File: config.mk
export PLATFORM = sky130hd
export DESIGN_NAME = lod_share_arbiter
export DESIGN_NICKNAME = d
export VERILOG_FILES = /design/src/rtl/lod_share_pkg.sv /design/src/rtl/leading_one_detector.sv /design/src/rtl/lod_share_arbiter.sv
export SDC_FILE = /design/constraint.sdc
export NUM_CORES = 1
export LEC_CHECK = 0
export CAP_MARGIN = 20
export CELL_PAD_IN_SITES_DETAIL_PLACEMENT = 1
export CELL_PAD_IN_SITES_GLOBAL_PLACEMENT = 2
export CORE_MARGIN = 8
export CORE_UTILIZATION = 25
export DETAILED_ROUTE_END_ITERATION = 10
export PLACE_DENSITY = 0.86
export SLEW_MARGIN = 40
export SYNTH_ARGS = -nofsm -noshare
export SYNTH_HDL_FRONTEND = slang
export SYNTH_SLANG_ARGS = --single-unit
File: constraint.sdc
create_clock -name clk -period 5.1 [get_ports clk]
set_input_delay 0.51 -clock clk [delete_from_list [all_inputs] [get_ports clk]]
set_output_delay 0.51 -clock clk [all_outputs]
set_load 0.005 [all_outputs]
File: src/rtl/lod_share_pkg.sv
// Shared types and helpers for the leading-one-detector share arbiter.
// The package holds the default configuration widths and the round-robin
// pick function used by the arbiter top.
package lod_share_pkg;

  localparam int WIDTH_DEF   = 8;
  localparam int NUM_REQ_DEF = 4;
  localparam int ID_W        = $clog2(NUM_REQ_DEF);
  localparam int SHIFT_W     = $clog2(WIDTH_DEF);

  // rr_pick works on a fixed maximum requester count so one function serves
  // every instance; callers zero-extend their valid vector and pointer.
  localparam int RR_MAX_REQ = 64;
  localparam int RR_IDX_W   = 6;

  typedef struct packed {
    logic                found;
    logic [RR_IDX_W-1:0] winner;
  } rr_pick_t;

  // First valid requester in the order ptr, ptr+1, ... wrapping at num_req.
  function automatic rr_pick_t rr_pick(input logic [RR_MAX_REQ-1:0] valid,
                                       input logic [RR_IDX_W-1:0]   ptr,
                                       input int                    num_req);
    rr_pick_t          r;
    logic [RR_IDX_W:0] idx;
    r.found  = 1'b0;
    r.winner = '0;
    for (int k = 0; k < RR_MAX_REQ; k++) begin
      if (k < num_req) begin
        idx = {1'b0, ptr} + (RR_IDX_W + 1)'(k);
        if (idx >= (RR_IDX_W + 1)'(num_req)) begin
          idx = idx - (RR_IDX_W + 1)'(num_req);
        end
        if (!r.found && valid[idx[RR_IDX_W-1:0]]) begin
          r.found  = 1'b1;
          r.winner = idx[RR_IDX_W-1:0];
        end
      end
    end
    return r;
  endfunction

endpackage

File: src/rtl/leading_one_detector.sv
// Reports the bit position of the most significant set bit of value.
// position is meaningless when found is low.
module leading_one_detector #(
  parameter int WIDTH = 8
) (
  input  logic [WIDTH-1:0]         value,
  output logic [$clog2(WIDTH)-1:0] position,
  output logic                     found
);

  localparam int PW = $clog2(WIDTH);

  // Scan upward so the highest set bit is the last one written.
  always_comb begin
    position = '0;
    found    = |value;
    for (int i = 0; i < WIDTH; i++) begin
      if (value[i]) begin
        position = PW'(i);
      end
    end
  end

endmodule

File: src/rtl/lod_share_arbiter.sv
// Round-robin arbiter sharing one leading_one_detector among NUM_REQ
// requesters. The granted value is normalized (leading one moved to the MSB)
// and captured in a single-entry valid/ready output register together with
// the winner's ID. NUM_REQ is limited to the rr_pick maximum of 64.
module lod_share_arbiter
  import lod_share_pkg::*;
#(
  parameter int WIDTH   = WIDTH_DEF,
  parameter int NUM_REQ = NUM_REQ_DEF
) (
  input  logic                       clk,
  input  logic                       rst_n,
  input  logic [NUM_REQ-1:0]         req_valid,
  input  logic [NUM_REQ*WIDTH-1:0]   req_value,
  output logic [NUM_REQ-1:0]         req_ready,
  output logic                       out_valid,
  input  logic                       out_ready,
  output logic [$clog2(NUM_REQ)-1:0] out_id,
  output logic [WIDTH-1:0]           out_value,
  output logic [$clog2(WIDTH)-1:0]   out_shift,
  output logic                       out_zero
);

  localparam int IDW = $clog2(NUM_REQ);
  localparam int SHW = $clog2(WIDTH);

  logic [IDW-1:0]   ptr_reg;
  logic [IDW-1:0]   ptr_next;
  logic             out_valid_reg;
  logic [IDW-1:0]   out_id_reg;
  logic [WIDTH-1:0] out_value_reg;
  logic [SHW-1:0]   out_shift_reg;
  logic             out_zero_reg;

  rr_pick_t         pick;
  logic [IDW-1:0]   winner_id;
  logic             accept;
  logic             load;
  logic [WIDTH-1:0] sel_value;
  logic [SHW-1:0]   lod_pos;
  logic             lod_found;
  logic [SHW-1:0]   shift_next;
  logic [WIDTH-1:0] value_next;
  logic             zero_next;

  assign pick      = rr_pick(RR_MAX_REQ'(req_valid), RR_IDX_W'(ptr_reg), NUM_REQ);
  assign winner_id = IDW'(pick.winner);
  assign accept    = !out_valid_reg || out_ready;
  // rst_n gating keeps req_ready low for the whole reset, not just its edge.
  assign load      = rst_n && accept && pick.found;

  // Grant strobes depend only on valids, pointer and output handshake state.
  genvar gi;
  generate
    for (gi = 0; gi < NUM_REQ; gi++) begin : g_ready
      assign req_ready[gi] = load && (pick.winner == RR_IDX_W'(gi));
    end
  endgenerate

  // Route the winning requester's value to the shared detector.
  always_comb begin
    sel_value = '0;
    for (int i = 0; i < NUM_REQ; i++) begin
      if (pick.winner == RR_IDX_W'(i)) begin
        sel_value = req_value[i*WIDTH +: WIDTH];
      end
    end
  end

  leading_one_detector #(
    .WIDTH(WIDTH)
  ) u_lod (
    .value   (sel_value),
    .position(lod_pos),
    .found   (lod_found)
  );

  // Barrel shift; an all-zero value reports zero with no shift, ignoring lod_pos.
  always_comb begin
    shift_next = '0;
    value_next = '0;
    zero_next  = 1'b1;
    if (lod_found) begin
      shift_next = SHW'(WIDTH - 1) - lod_pos;
      value_next = sel_value << shift_next;
      zero_next  = 1'b0;
    end
  end

  // Pointer moves one past the winner, wrapping explicitly for any NUM_REQ.
  always_comb begin
    ptr_next = winner_id + IDW'(1);
    if (winner_id == IDW'(NUM_REQ - 1)) begin
      ptr_next = '0;
    end
  end

  // Output register and pointer: load on grant, clear valid on a bare drain.
  always_ff @(posedge clk or negedge rst_n) begin
    if (!rst_n) begin
      out_valid_reg <= 1'b0;
      out_id_reg    <= '0;
      out_value_reg <= '0;
      out_shift_reg <= '0;
      out_zero_reg  <= 1'b0;
      ptr_reg       <= '0;
    end else if (load) begin
      out_valid_reg <= 1'b1;
      out_id_reg    <= winner_id;
      out_value_reg <= value_next;
      out_shift_reg <= shift_next;
      out_zero_reg  <= zero_next;
      ptr_reg       <= ptr_next;
    end else if (out_ready) begin
      out_valid_reg <= 1'b0;
    end
  end

  assign out_valid = out_valid_reg;
  assign out_id    = out_id_reg;
  assign out_value = out_value_reg;
  assign out_shift = out_shift_reg;
  assign out_zero  = out_zero_reg;

endmodule
==> results of run 1 <==
## metrics by stage
step,instance area (um2),hold WS [ns],std cells
after floorplan,1600,0.214,188
after global placement,2230,0.461,315
final,2300,0.479,319
after detailed placement,2230,0.470,315
after CTS,2280,0.486,319
after global routing,2300,0.514,319
## kinds of logic after synthesis
| logic type | Yosys count | synth area share (%) |
|---|---|---|
| compound gates | 68 | 31.3 |
| fa+ha+maj | 7 | 5.47 |
| buf+inv | 20 | 7.19 |
| simple gates | 66 | 20.7 |
| mux | 10 | 8.83 |
| flops | 17 | 26.6 |
## per-layer routing
| layer | up-vias | global-route usage [%] |
|---|---|---|
| met5 | - | 0 |
| met4 | 0 | 4.35 |
| met3 | 7 | 1.87 |
| met2 | 48 | 18.4 |
| met1 | 776 | 14.9 |
| li1 | 818 | - |
## critical path: stages, from the launching register on
cell	delay, ns
dfrtp_2	0.48
inv_1	0.13
ha_1	0.40
mux4_2	0.36
or2_1	0.26
nand2_1	0.06
o21ai_0	0.08
a32oi_2	0.28
inv_1	0.11
ha_2	0.27
nor2b_2	0.35
a221oi_1	0.20
or2_2	0.41
a311oi_4	0.34
nor2_2	0.10
or3_1	0.40
a32o_1	0.26
## path summary, 6_finish.rpt
path | to | cells after the start
max in group asynchronous | ptr_reg[1] | 2
hold / removal | out_value[0] | 2
setup / recovery | out_value[3] | 16
setup reg to reg | out_value[3] | 16
hold reg to reg | out_value[0] | 2
min in group asynchronous | out_valid | 2
## area by class of cell
cell class	instances	area [um2]
repair buffers	64	623
inverters	6	22.5
clock buffers	3	41.3
multi-input cells	151	1080
fillers	759	3980
flip-flops and latches	17	427
well taps	77	96.3
clock inverters	1	7.51
## what timing repair did
item	CTS	global route
buffers inserted	0	0
endpoints found under the setup margin	0	1
hold buffers	0	0
hold endpoints to repair	0	0
resized for setup	0	5
## layout by cell type, fill, tap and decap left out, drive strengths merged, types with 2 or more instances in the layout
cell	instances
clkdlybuf4s50	57
nand2	18
o21ai	17
dfrtp	17
nor2	16
o22ai	8
buf	7
ha	7
inv	6
nor3	6
a21oi	6
nand2b	5
nor2b	5
a221oi	5
or2	5
mux2i	4
o211ai	4
a221o	4
mux4	3
mux2	3
a211oi	3
and3	3
a31oi	3
o211a	3
clkbuf	3
o31ai	2
a22oi	2
o22a	2
and2	2
a32oi	2
==> qor.yml, run 1 <==
outcome:
  outcome: "finished clean"
floorplan:
  num_rows: 29
  die_h_um: 96.0
  die_area_um2: 9220
  core_area_um2: 6280
  pin_count: 58
  initial_core_util_pct: 25.5
  die_w_um: 96.0
synthesis:
  ys_seq_elements: 17
  ys_top_cells_by_count: "nand2_1, dfrtp_1, o21ai_0, nor2_1, o22ai_1"
  synth.area.top_cells: "dfrtp_1, ha_1, o21ai_0"
  async_reset_ff_share_pct: 100
  synth_top_area_share_pct: 26.6
  synthFlopType: "dfrtp_1"
  synth_cell_types: 49
  ys_warn_count: 0
  syn-num-nets: 234
  synthCells: 188
  yosysMostFrequentCell: "nand2_1"
  synth-edff-count: 0
  synth_area_um2: 1600
  ys_seq_area_share_pct: 26.6
  synth_top_cell_by_area: "dfrtp_1"
  postSynthAreaPerCell_um2: 8.52
setup_path:
  crit_path_start: "ptr_reg[1]"
  crit_fanout: 10
  critPathArrivalTime_ns: 4.76
  crit_type: "reg2reg"
  rrSetupSlack_ns: 0.50
  required_ns: 5.26
  r2r-start: "ptr_reg[1]"
  critPathLaunchType: "flip-flop"
  worstSetupEndpointType: "flip-flop"
timing:
  layout_min_cycle_time_ns: 4.60
  final.setup.tns_ns: 0
  clock_skew_ns: 0.00807
  period_share_pct: 90.2
  report.final.setup_viol: 0
  slew_violations: 0
  hold_viol_final: 0
  rsz0062_at_grt: "false"
  fmax_mhz: 217
  setup_ws_ns: 0.500
  max_slew.worst_pin.slew_ns: 0.544
  slew_headroom_pct: 63.6
detailed_routing:
  drt_first_pass_iters: 4
  drt_iter0_drc: 63
  wl_met3_um: 303
  drcViolationCount: 0
  wl_per_cell_um: 16.3
  vias: 1649
  routed_wl_mm: 5.19
  ant_nets: 0
  wl_met2_mm: 2.33
  met1_length_mm: 2.46
  viasPerCell: 5.17
  highest_layer: "met4"
clock_network:
  cts_buffer_depth: 2
  htree_levels: 1
  cts_root_buf: "clkbuf_8"
  cts_tree: "done"
  clock_latency_ns: 0.26
  cts.sinks: 17
  numCtsBuffers: 3
  clk_pin_slew_worst_paths_ns: 0.08
layout:
  fin_nets: 289
  area_delta_synth_final_pct: 43.7
  drive_gt1_share_pct: 12.0
  utilization_pct: 36.7
  n_antenna_cell: 0
  largest_reg_flops: 8
global_route:
  grt_max_degree: 20
  antenna_found_initial: 0
  grt_overflow: 0
  grt_use_total_pct: 11.4
  grt_pass1_wl_mm: 8.53
  grt_pass1_vias: 1777
placement:
  place_hpwl_mm: 4.27
  place.gp.congestion: 0.784
  place_ws_ns: 0.223
  io_buffers: 57
min_path:
  worstHoldStart: "out_value[0]"
  hold_class: "reg2reg"
flow_run:
  drv_cap: 0
Power of run 1 is not shown: default switching activity piles up to over one toggle a cycle in this logic, so the estimate is an artifact.
==> run 2: changes to the inputs <==
--- a/config.mk
+++ b/config.mk
@@ -5,6 +5,7 @@
 export SDC_FILE = /design/constraint.sdc
 export NUM_CORES = 1
 export LEC_CHECK = 0
+export ABC_CLOCK_PERIOD_IN_PS = 5100
 export CAP_MARGIN = 20
 export CELL_PAD_IN_SITES_DETAIL_PLACEMENT = 1
 export CELL_PAD_IN_SITES_GLOBAL_PLACEMENT = 2
==> results of run 2 <==
The final DEF is identical to that of run 1; final timing and power are the same.
Power of run 2 is left out for the same reason.
==> run 3: changes to the inputs <==
--- a/config.mk
+++ b/config.mk
@@ -11,6 +11,7 @@
 export CELL_PAD_IN_SITES_GLOBAL_PLACEMENT = 2
 export CORE_MARGIN = 8
 export CORE_UTILIZATION = 25
+export CTS_CLUSTER_DIAMETER = 200
 export DETAILED_ROUTE_END_ITERATION = 10
 export PLACE_DENSITY = 0.86
 export SLEW_MARGIN = 40
==> results of run 3 <==
The final DEF is identical to that of run 1; final timing and power are the same.
Power of run 3 is left out for the same reason.
